--- config.mk ---
export PLATFORM = sky130hd
export DESIGN_NAME = stat_fifo
export DESIGN_NICKNAME = d
export VERILOG_FILES = /design/src/rtl/stat_fifo_pkg.sv /design/src/rtl/fifo_mem.sv /design/src/rtl/stat_fifo.sv
export SDC_FILE = /design/constraint.sdc
export NUM_CORES = 1
export LEC_CHECK = 0
export BUFFER_PORTS_ARGS = -buffer_cell sky130_fd_sc_hd__buf_2
export CAP_MARGIN = 20
export CORE_MARGIN = 2
export CORE_UTILIZATION = 55
export CTS_BUF_LIST = sky130_fd_sc_hd__clkbuf_2 sky130_fd_sc_hd__clkbuf_4 sky130_fd_sc_hd__clkbuf_8
export DETAILED_ROUTE_END_ITERATION = 10
export HOLD_SLACK_MARGIN = 0.03
export PLACE_DENSITY = 0.81
export SETUP_SLACK_MARGIN = 0.15
export SLEW_MARGIN = 5
export SYNTH_ARGS = -nofsm -noshare
export SYNTH_HDL_FRONTEND = slang
export SYNTH_HIERARCHICAL = 1
export SYNTH_SLANG_ARGS = --single-unit
--- constraint.sdc ---
create_clock -name clk -period 3.37 [get_ports clk]
set_input_delay 0.337 -clock clk [delete_from_list [all_inputs] [get_ports clk]]
set_output_delay 0.337 -clock clk [all_outputs]
set_load 0.02 [all_outputs]
--- src/rtl/stat_fifo_pkg.sv ---
// Shared FIFO defaults for the UART TX/RX buffer instances.
package stat_fifo_pkg;

    localparam int unsigned DEF_B     = 8;
    localparam int unsigned DEF_W     = 4;
    localparam int unsigned DEF_AE_TH = 2;

    // Default almost-full threshold: two entries below a 2**w deep queue.
    function automatic int unsigned def_af_th(input int unsigned w);
        return (32'd1 << w) - 32'd2;
    endfunction

endpackage

--- src/rtl/fifo_mem.sv ---
// FIFO storage: 2**W x B, synchronous write, asynchronous read, no reset.
module fifo_mem #(
    parameter int unsigned B = 8,
    parameter int unsigned W = 4
)(
    input  logic         clk,
    input  logic         we,
    input  logic [W-1:0] waddr,
    input  logic [B-1:0] wdata,
    input  logic [W-1:0] raddr,
    output logic [B-1:0] rdata
);

    localparam int unsigned DEPTH = 2 ** W;

    logic [B-1:0] mem [DEPTH];

    // Write port; contents are intentionally left unreset.
    always_ff @(posedge clk) begin
        if (we) begin
            mem[waddr] <= wdata;
        end
    end

    assign rdata = mem[raddr];

endmodule

--- src/rtl/stat_fifo.sv ---
// First-word-fall-through FIFO with registered status flags and sticky errors.
module stat_fifo
    import stat_fifo_pkg::*;
#(
    parameter int unsigned B     = DEF_B,
    parameter int unsigned W     = DEF_W,
    parameter int unsigned AF_TH = def_af_th(W),
    parameter int unsigned AE_TH = DEF_AE_TH
)(
    input  logic         clk,
    input  logic         reset,
    input  logic         clr,
    input  logic         rd,
    input  logic         wr,
    input  logic [B-1:0] wr_data,
    input  logic         err_clr,
    output logic [B-1:0] rd_data,
    output logic         empty,
    output logic         full,
    output logic         almost_empty,
    output logic         almost_full,
    output logic [W:0]   count,
    output logic         ovf,
    output logic         udf
);

    localparam int unsigned CW    = W + 1;
    localparam logic [W:0]  DEPTH = CW'(2 ** W);
    localparam logic [W:0]  AF_C  = CW'(AF_TH);
    localparam logic [W:0]  AE_C  = CW'(AE_TH);

    logic [W-1:0] wr_ptr;
    logic [W-1:0] rd_ptr;
    logic [W:0]   count_nxt;
    logic         wr_acc;
    logic         rd_acc;
    logic         mem_we;
    logic         ovf_set;
    logic         udf_set;

    // Accept decisions and next occupancy; a full FIFO accepts a push paired with a pop.
    always_comb begin
        wr_acc    = wr & (~full | rd);
        rd_acc    = rd & ~empty;
        ovf_set   = wr & ~rd & full;
        udf_set   = rd & empty;
        mem_we    = wr_acc & ~clr & reset;
        count_nxt = count;
        if (wr_acc && !rd_acc) begin
            count_nxt = count + CW'(1);
        end else if (rd_acc && !wr_acc) begin
            count_nxt = count - CW'(1);
        end
    end

    // Pointers, occupancy, status flags and sticky error flags.
    always_ff @(posedge clk or negedge reset) begin
        if (!reset) begin
            wr_ptr       <= '0;
            rd_ptr       <= '0;
            count        <= '0;
            empty        <= 1'b1;
            full         <= 1'b0;
            almost_empty <= 1'b1;
            almost_full  <= 1'b0;
            ovf          <= 1'b0;
            udf          <= 1'b0;
        end else if (clr) begin
            wr_ptr       <= '0;
            rd_ptr       <= '0;
            count        <= '0;
            empty        <= 1'b1;
            full         <= 1'b0;
            almost_empty <= 1'b1;
            almost_full  <= 1'b0;
        end else begin
            if (wr_acc) begin
                wr_ptr <= wr_ptr + W'(1);
            end
            if (rd_acc) begin
                rd_ptr <= rd_ptr + W'(1);
            end
            count        <= count_nxt;
            empty        <= (count_nxt == '0);
            full         <= (count_nxt == DEPTH);
            almost_empty <= (count_nxt <= AE_C);
            almost_full  <= (count_nxt >= AF_C);
            ovf          <= ovf_set | (ovf & ~err_clr);
            udf          <= udf_set | (udf & ~err_clr);
        end
    end

    fifo_mem #(
        .B (B),
        .W (W)
    ) u_mem (
        .clk   (clk),
        .we    (mem_we),
        .waddr (wr_ptr),
        .wdata (wr_data),
        .raddr (rd_ptr),
        .rdata (rd_data)
    );

endmodule

==> flow_metrics.env, run 1 <==
export IMPL_wl_mm=11.4
export IMPL_yosysUniqueCellTypes=46
export IMPL_io_pins=33
export IMPL_dieArea_mm2=0.0118
export IMPL_syn_nets=350
export IMPL_cts_tree="done"
export IMPL_fin_setup_tns_ns=0
export IMPL_worst_pin_slew_ns=0.887
export IMPL_die_y_um=109
export IMPL_coreArea_mm2=0.0107
export IMPL_yosys_area_top_type_share=0.639
export IMPL_syn_cell_area_mm2=0.00602
export IMPL_nFillCells=767
export IMPL_gp_congestion=0.847
export IMPL_viasPerCell=5.98
export IMPL_ant_nets=0
export IMPL_clk_pin_slew_ns=0.09
export IMPL_worstHoldPathType="in -> reg"
export IMPL_min_to="ovf"
export IMPL_drv_slew=0
export IMPL_fin_crit_sh=0.823
export IMPL_r2r_cells=7
export IMPL_grt_pass1_vias=3198
export IMPL_ys_ff_latch=147
export IMPL_dr_total_vias=3168
export IMPL_synth_edf_count=128
export IMPL_clk_latency_ns=0.44
export IMPL_dr_pass1_iters=4
export IMPL_yosysMostFrequentCell="edfxtp_1"
export IMPL_drt_initial_drc_count=300
export IMPL_end_kind="primary output"
export IMPL_drive_gt1_frac=0.246
export IMPL_slowest_delay_ns=0.61
export IMPL_hold_viol=0
export IMPL_path_buf_inv=2
export IMPL_grt_util_all_layers=0.212
export IMPL_antenna_cells=0
export IMPL_clk_path_buf_depth=2
export IMPL_timing_rr_end="almost_empty"
export IMPL_cp_arrival_ns=2.44
export IMPL_power_leakage_nw=2.30
export IMPL_yosysSeqAreaShare=0.718
export IMPL_clockRootBuffer="clkbuf_8"
export IMPL_drc=0
export IMPL_power_density_mw_per_mm2=608
export IMPL_grt_ovfl_total=0
export IMPL_ys_warnings_count=6
export IMPL_cts_sinks=147
export IMPL_num_nets_final=395
export IMPL_ys_top_cells_by_area="edfxtp_1, dfrtp_1, mux4_2, mux4_1, a22oi_1"
export IMPL_synth_top_area_cell="edfxtp_1"
export IMPL_synthToLayoutAreaGrowth_pct=11.5
export IMPL_grt_max_degree=25
export IMPL_startpoint="rd_ptr[0]"
export IMPL_crit_type="reg -> out"
export IMPL_syn_instance_count=332
export IMPL_required_ns=3.03
export IMPL_rr_startpoint="empty"
export IMPL_cp_top_family="flip-flops"
export IMPL_yosys_top_cells_count="edfxtp_1, nor2_1, nand2_1"
export IMPL_cp_max_fo=24
export IMPL_syn_avg_cell_area_um2=18.1
export IMPL_wl_per_cell_um=21.5
export IMPL_rsz0062_at_grt="false"
export IMPL_setup_viol=0
export IMPL_h_tree_depth=4
export IMPL_ir_drop_uv=380
export IMPL_maxSlewHeadroom=0.407
export IMPL_synthFlopType="edfxtp_1"
export IMPL_finClkSkew_ns=0.0138
export IMPL_dp_hpwl_mm=7.65
export IMPL_post_route_min_period_ns=2.77
export IMPL_async_flop_share=0.129
export IMPL_grt_pass1_wl_mm=17.8
export IMPL_antenna_found_initial=0
export IMPL_hold_start="err_clr"
export IMPL_numCtsBuffers=17
export IMPL_fmax_mhz=361
export IMPL_finalPower_mw=4.08
export IMPL_critPathLaunchType="flop"
export IMPL_cap_violations=0
export IMPL_chipWidth_um=109
export IMPL_outcome="finished, final reports clean"
export IMPL_r2r_slack_ns=1.04
export IMPL_path_cells="buf_12 -> mux4_1 -> a22oi_1 -> nand2_1 -> buf_2"
export IMPL_cp_slowest_cell="dfrtp_2"
export IMPL_initial_core_util=0.560
export IMPL_hold_depth=4
export IMPL_rows=38
export IMPL_portBuffers=32
-- cell families after synthesis --
kind of cell,Yosys count,share of synthesized area
flops,147,0.718
simple gates,78,0.0615
compound gates,37,0.0430
mux,35,0.134
buf+inv,22,0.0222
xor+xnor,9,0.0131
fa+ha+maj,4,0.00832
-- metrics by stage --
step	hold WS (ns)	area (um2)	util	setup slack, ns	std cells
after floorplan	0.0414	6020	-	1.02	332
after global placement	0.290	6320	0.588	0.929	497
after detailed placement	0.307	6320	0.588	0.834	497
after CTS	0.176	6710	0.624	0.555	530
after global routing	0.202	6710	0.624	0.458	530
final	0.210	6710	0.624	0.596	530
-- placed cells by master (no fill, tap or decap), types with 2 or more instances in the layout --
| cell | n |
|---|---|
| a21oi_1 | 7 |
| a22oi_1 | 16 |
| and2_1 | 2 |
| buf_2 | 32 |
| buf_4 | 6 |
| clkbuf_8 | 17 |
| clkinv_2 | 2 |
| clkinv_4 | 4 |
| clkinvlp_4 | 2 |
| dfrtp_1 | 16 |
| dfstp_2 | 2 |
| edfxtp_1 | 128 |
| ha_1 | 4 |
| inv_1 | 7 |
| inv_6 | 4 |
| inv_8 | 2 |
| mux2i_1 | 2 |
| mux4_1 | 14 |
| mux4_2 | 18 |
| nand2_1 | 20 |
| nand2b_1 | 4 |
| nand3_1 | 5 |
| nand3b_1 | 2 |
| nor2_1 | 27 |
| nor2b_1 | 3 |
| nor3_1 | 5 |
| o21a_1 | 2 |
| o21ai_0 | 3 |
| o31ai_1 | 2 |
| or3_1 | 3 |
| xnor2_1 | 4 |
| xor2_1 | 5 |
-- report_power, final --
part	total, mW	leakage [nW]	switching (mW)	internal (mW)
clock network	1.29	0.191	0.687	0.603
logic	0.679	0.713	0.369	0.309
registers	2.11	1.40	0.0757	2.04
-- worst reg2reg max path, cell delays in order (launching register included) --
cell and delay [ns]:
dfstp_2 0.63, nand2_1 0.10, a21o_1 0.22, or3_1 0.37, a21oi_2 0.15, mux2i_1 0.37
inv_2 0.09, nor4_1 0.30
-- final cells by class --
cell class	instances	area, um2	share of cell area
clock inverters	15	148	0.0220
flip-flops and latches	147	4320	0.644
well taps	140	175	0.0261
multi-input cells	163	1560	0.233
repair buffers	40	235	0.0351
clock buffers	17	234	0.0349
inverters	8	30.0	0.00448
-- timing repair --
action,in CTS,in global routing
buffers inserted,0,0
gates resized for setup,0,0
hold endpoints to repair,17,0
hold buffers,1,0
-- worst max-delay path by stage --
stage / depth (start not counted) / slack, ns / end
3_3_place_gp: 4 / 0.93 / u_mem/mem[1][3]
4_1_cts: 5 / 0.55 / rd_data[5]
6_report: 5 / 0.60 / rd_data[5]
5_1_grt: 5 / 0.46 / rd_data[2]
3_5_place_dp: 4 / 0.83 / u_mem/mem[1][3]
2_1_floorplan: 4 / 1.02 / u_mem/mem[0][0]
-- registers in the layout, summed over array words and instances, names as in the netlist --
register / flops
ovf: 1
wr_ptr: 4
full: 1
almost_full: 1
u_mem/mem: 128
count: 5
udf: 1
rd_ptr: 4
empty: 1
almost_empty: 1
-- per-layer routing --
metal	wire length, um	vias to the layer above	track usage
li1	-	1417	-
met5	0	-	0
met1	4920	1620	0.288
met2	5700	109	0.333
met4	236	0	0.0778
met3	563	22	0.0585
Power figures use the tool's default switching activity.
==> run 2: changes to the inputs <==
- ABC_AREA: default -> 1
- clock period: 3.37 -> 2.9 ns (I/O delays scaled with it)
==> flow_metrics.env, run 2 <==
export IMPL_antenna_found_initial=0
export IMPL_layout_common_cells="nand2_1, edfxtp_1, inv_1, nand3_1, nor2_1"
export IMPL_drv_slew=0
export IMPL_worst_pin_slew_ns=0.679
export IMPL_grt_pass1_vias=4668
export IMPL_yosysUniqueCellTypes=29
export IMPL_cp_top_family="buffers and inverters"
export IMPL_regMostFlops="u_mem/mem"
export IMPL_dp_slack_ns=0.624
export IMPL_dieArea_mm2=0.0131
export IMPL_rr_startpoint="full"
export IMPL_drive_gt1_frac=0.121
export IMPL_slowest_delay_ns=0.42
export IMPL_largestRegisters="u_mem/mem x128, count x5"
export IMPL_ys_top_cells_by_area="edfxtp_1, nand2_1, nand3_1, inv_1, dfrtp_1"
export IMPL_path_buf_inv=3
export IMPL_critPathLaunchType="flop"
export IMPL_grt_util_all_layers=0.240
export IMPL_post_route_min_period_ns=2.50
export IMPL_gp_congestion=0.888
export IMPL_ys_ff_latch=147
export IMPL_die_y_um=114
export IMPL_grt_pass1_wl_mm=23.5
export IMPL_async_flop_share=0.129
export IMPL_r2r_slack_ns=0.66
export IMPL_r2r_cells=5
export IMPL_crit_type="reg -> out"
export IMPL_dp_cells=844
export IMPL_clk_path_buf_depth=2
export IMPL_grt_max_degree=68
export IMPL_yosysSeqAreaShare=0.645
export IMPL_drc=0
export IMPL_cp_max_fo=33
export IMPL_ant_nets=0
export IMPL_cts_sinks=147
export IMPL_coreArea_mm2=0.0120
export IMPL_rsz0062_at_grt="false"
export IMPL_largest_reg_flops=128
export IMPL_maxSlewHeadroom=0.546
export IMPL_nFillCells=955
export IMPL_setup_ws_ns=0.401
export IMPL_finalNonFillerCells=877
export IMPL_cts_tree="done"
export IMPL_num_nets_final=735
export IMPL_ir_drop_uv=309
export IMPL_wl_per_cell_um=16.8
export IMPL_viasPerCell=5.46
export IMPL_initial_core_util=0.560
export IMPL_cp_depth=9
export IMPL_syn_instance_count=685
export IMPL_final_util=0.613
export IMPL_cp_arrival_ns=2.21
export IMPL_power_leakage_nw=3.29
export IMPL_synth_edf_count=128
export IMPL_yosysMostFrequentCell="nand2_1"
export IMPL_drt_initial_drc_count=497
export IMPL_grt_ovfl_total=0
export IMPL_outcome="finished, final reports clean"
export IMPL_clk_latency_ns=0.44
export IMPL_worstHoldPathType="in -> reg"
export IMPL_power_density_mw_per_mm2=612
export IMPL_ys_warnings_count=6
export IMPL_portBuffers=32
export IMPL_setup_viol=0
export IMPL_syn_avg_cell_area_um2=9.77
export IMPL_final_common_cell="nand2_1"
export IMPL_finClkSkew_ns=0.00909
export IMPL_path_cells="inv_2 -> buf_12 -> nand2_1 -> nand2_1 -> nand2_1 -> nand3_1 -> nand3_1 -> nand2_1 -> buf_2"
export IMPL_syn_nets=703
export IMPL_dr_pass1_iters=7
export IMPL_cts_resized=0
export IMPL_cap_violations=0
export IMPL_io_pins=33
export IMPL_timing_critical_path_mode_cell="nand2_1"
export IMPL_yosys_area_top_type_share=0.574
export IMPL_yosys_top_cells_count="nand2_1, edfxtp_1, inv_1"
export IMPL_startpoint="rd_ptr[0]"
export IMPL_fin_crit_sh=0.862
export IMPL_clockRootBuffer="clkbuf_8"
export IMPL_dr_total_vias=4790
export IMPL_h_tree_depth=4
export IMPL_fin_setup_tns_ns=0
export IMPL_hold_viol=0
export IMPL_chipWidth_um=114
export IMPL_synthToLayoutAreaGrowth_pct=9.46
export IMPL_fmax_mhz=400
export IMPL_synthFlopType="edfxtp_1"
export IMPL_required_ns=2.61
export IMPL_dp_hpwl_mm=9.65
export IMPL_cp_slowest_cell="inv_2"
export IMPL_wl_mm=14.7
export IMPL_timing_rr_end="u_mem/mem[6][4]"
export IMPL_clk_pin_slew_ns=0.08
export IMPL_critPathCapture="rd_data[7]"
export IMPL_rows=40
export IMPL_antenna_cells=0
export IMPL_end_kind="primary output"
export IMPL_synth_top_area_cell="edfxtp_1"
export IMPL_syn_cell_area_mm2=0.00670
export IMPL_numCtsBuffers=17
==> run 2: cell types whose count changed after synthesis, moves of 7 or more <==
cell	before	now
nand3_1	5	111
nor2_1	27	34
a22oi_1	16	0
nand2_1	20	208
mux4_2	18	0
mux4_1	14	0
inv_1	7	119
buf_2	5	13
==> run 2: through the flow <==
step,total power [mW],hold slack [ns],cell area (um2)
2_1_floorplan,2.78,-0.00559,6700
3_3_place_gp,2.94,0.272,6920
3_5_place_dp,2.95,0.282,6920
4_1_cts,4.51,0.133,7330
5_1_grt,4.66,0.158,7330
6_report,4.49,0.158,7330
==> run 2: how the worst min path moves through the flow <==
stage	start	endpoint	cells past startpoint
global placement	reset	almost_full	2
CTS	clr	count[2]	2
detailed placement	reset	almost_full	2
global route	clr	count[2]	2
floorplan	reset	almost_full	0
finish	clr	count[2]	2
==> run 2: cells by family (layout without fill, tap and decap cells) <==
logic type	count (synthesis)	after routing	share of synthesized area
AO/OA/AOI/OAI	18	18	0.0161
adder cells (fa/ha/maj)	4	4	0.00748
flip-flops	147	147	0.645
buffers and inverters	148	193	0.0944
AND/OR/NAND/NOR	368	368	0.237
==> run 2: what timing repair did <==
action                                 CTS  global route
setup buffers                            0             0
hold buffers                             1             0
endpoints found under the hold margin   17             0
setup endpoints to repair                0             0
==> run 2: cell type report <==
type,instances,area (um2),share of cell area
tap,147,184,0.0251
clock buffer,17,234,0.0319
sequential,147,4320,0.590
timing repair buffer,38,220,0.0300
multi-input combinational,390,1740,0.238
clock inverter,15,164,0.0224
inverter,123,462,0.0630
==> run 2: worst reg2reg max path: cells and delay by family, from the launching register on <==
kind | cells | cell delay, ns
and+or+nand+nor | 4 | 1.20
DFF | 1 | 0.44
AOI/OAI and AO/OA | 1 | 0.23
==> run 2: routing by layer <==
layer,vias up,GRT usage,share of wire
met3,38,0.0556,0.080
li1,2265,-,-
met2,239,0.388,0.48
met1,2248,0.311,0.41
met5,-,0,0
met4,0,0.113,0.029
==> run 2: where the power goes <==
group | switching (mW) | internal [mW] | leakage (nW) | total, mW
logic | 0.402 | 0.159 | 1.67 | 0.561
clock network | 0.725 | 0.842 | 0.213 | 1.57
registers | 0.0258 | 2.33 | 1.40 | 2.36
total | 1.15 | 3.33 | 3.29 | 4.49
==> run 3: changes to the inputs <==
- CORE_ASPECT_RATIO: default -> 1.25
==> flow_metrics.env, run 3 (synthesis gave the netlist of run 2 again) <==
export IMPL_r2r_slack_ns=0.57
export IMPL_ir_drop_uv=350
export IMPL_min_to="count[3]"
export IMPL_regMostFlops="u_mem/mem"
export IMPL_grt_util_all_layers=0.248
export IMPL_hold_start="clr"
export IMPL_grt_pass1_vias=4683
export IMPL_dieArea_mm2=0.0131
export IMPL_rows=45
export IMPL_postCtsSetupBuffers=0
export IMPL_dp_hpwl_mm=10.2
export IMPL_chipWidth_um=103
export IMPL_critPathLaunchType="flop"
export IMPL_cts_tree="done"
export IMPL_drt_initial_drc_count=444
export IMPL_io_pins=33
export IMPL_drc=0
export IMPL_hold_depth=2
export IMPL_end_kind="primary output"
export IMPL_drv_slew=0
export IMPL_p_comb_frac=0.125
export IMPL_nFillCells=1006
export IMPL_cp_arrival_ns=2.28
export IMPL_num_nets_final=736
export IMPL_coreArea_mm2=0.0120
export IMPL_layout_common_cells="nand2_1, edfxtp_1, inv_1, nand3_1, nor2_1"
export IMPL_final_common_cell="nand2_1"
export IMPL_largestRegisters="u_mem/mem x128, count x5"
export IMPL_crit_type="reg -> out"
export IMPL_worstHoldPathType="in -> reg"
export IMPL_clk_path_buf_depth=2
export IMPL_initial_core_util=0.558
export IMPL_h_tree_depth=4
export IMPL_clk_latency_ns=0.44
export IMPL_maxSlewHeadroom=0.543
export IMPL_outcome="finished, final reports clean"
export IMPL_wl_per_cell_um=17.1
export IMPL_cts_sinks=147
export IMPL_clockRootBuffer="clkbuf_8"
export IMPL_setup_viol=0
export IMPL_grt_ovfl_total=0
export IMPL_largest_reg_flops=128
export IMPL_p_sw_mw=1.23
export IMPL_ant_nets=0
export IMPL_wl_mm=15.3
export IMPL_power_density_mw_per_mm2=592
export IMPL_r2r_cells=5
export IMPL_power_leakage_nw=3.25
export IMPL_fmax_mhz=390
export IMPL_antenna_cells=0
export IMPL_rr_startpoint="full"
export IMPL_p_seq_frac=0.547
export IMPL_rsz0062_at_grt="false"
export IMPL_fin_crit_sh=0.885
export IMPL_gp_congestion=0.900
export IMPL_dr_total_vias=4773
export IMPL_hold_viol=0
export IMPL_pwr_share_clk=0.327
export IMPL_fin_setup_tns_ns=0
export IMPL_multi_input_area_mm2=0.00174
export IMPL_intPower_mw=3.10
export IMPL_die_y_um=127
export IMPL_cap_violations=0
export IMPL_viasPerCell=5.33
export IMPL_synthToLayoutAreaGrowth_pct=9.36
export IMPL_drive_gt1_frac=0.122
export IMPL_worst_pin_slew_ns=0.683
export IMPL_timing_rr_end="u_mem/mem[9][3]"
export IMPL_finClkSkew_ns=0.0114
export IMPL_final_util=0.611
export IMPL_grt_max_degree=65
export IMPL_antenna_found_initial=0
export IMPL_hold_slack_ns=0.155
export IMPL_sw_frac_of_total=0.284
export IMPL_cp_max_fo=64
export IMPL_seq_area_mm2=0.00433
export IMPL_portBuffers=32
export IMPL_numCtsBuffers=17
export IMPL_post_route_min_period_ns=2.57
export IMPL_dr_pass1_iters=6
export IMPL_grt_pass1_wl_mm=23.7
export IMPL_required_ns=2.61
export IMPL_clk_pin_slew_ns=0.09
run 3: layout make-up:
class                           count  area share
Sequential cell                   147       0.591
Timing Repair Buffer               39      0.0311
Tap cell                          164      0.0280
Multi-Input combinational cell    390       0.238
Inverter                          123      0.0631
Clock buffer                       17      0.0320
Clock inverter                     15      0.0173
run 3: per-stage QoR:
step | setup slack, ns | std cells | power (mW) | instance area [um2]
floorplan | 1.04 | 685 | 2.78 | 6700
global placement | 0.654 | 862 | 2.95 | 6950
detailed placement | 0.559 | 862 | 2.96 | 6950
CTS | 0.300 | 895 | 4.34 | 7320
global route | 0.222 | 895 | 4.51 | 7320
finish | 0.334 | 895 | 4.34 | 7320
run 3: how the worst max path moves through the flow:
stage | from | end | slack, ns | cells after the start
final | rd_ptr[0] | rd_data[7] | 0.33 | 9
after CTS | rd_ptr[0] | rd_data[6] | 0.30 | 8
after global placement | wr | u_mem/mem[4][6] | 0.65 | 7
after floorplan | full | u_mem/mem[12][0] | 1.04 | 5
after global routing | rd_ptr[0] | rd_data[2] | 0.22 | 9
after detailed placement | wr | u_mem/mem[9][0] | 0.56 | 7
run 3: metal layers:
| metal | GRT usage | routed length [um] | share of wire |
|---|---|---|---|
| met3 | 0.0547 | 1070 | 0.070 |
| met2 | 0.431 | 7960 | 0.52 |
| met5 | 0 | 0 | 0 |
| met1 | 0.295 | 5880 | 0.38 |
| met4 | 0.104 | 404 | 0.026 |
run 3: worst max-delay path: stages, from the launching register on:
cell	delay, ns
dfrtp_4	0.66
inv_2	0.13
buf_12	0.26
nand2_1	0.11
nand2_1	0.08
nand2_1	0.06
nand3_1	0.12
nand3_1	0.12
nand2_1	0.11
buf_2	0.16
run 3: power groups by stage:
stage	Combinational (mW)	Sequential, mW	Clock, mW
3_5_place_dp	0.539	2.42	0
6_report	0.544	2.37	1.42
5_1_grt	0.601	2.38	1.52
4_1_cts	0.541	2.37	1.43
2_1_floorplan	0.359	2.43	0
3_3_place_gp	0.528	2.42	0
run 3: repair_timing:
action / in CTS / in global routing
hold buffers: 1 / 0
endpoints found under the hold margin: 17 / 0
endpoints found under the setup margin: 0 / 4
resized for setup: 0 / 1
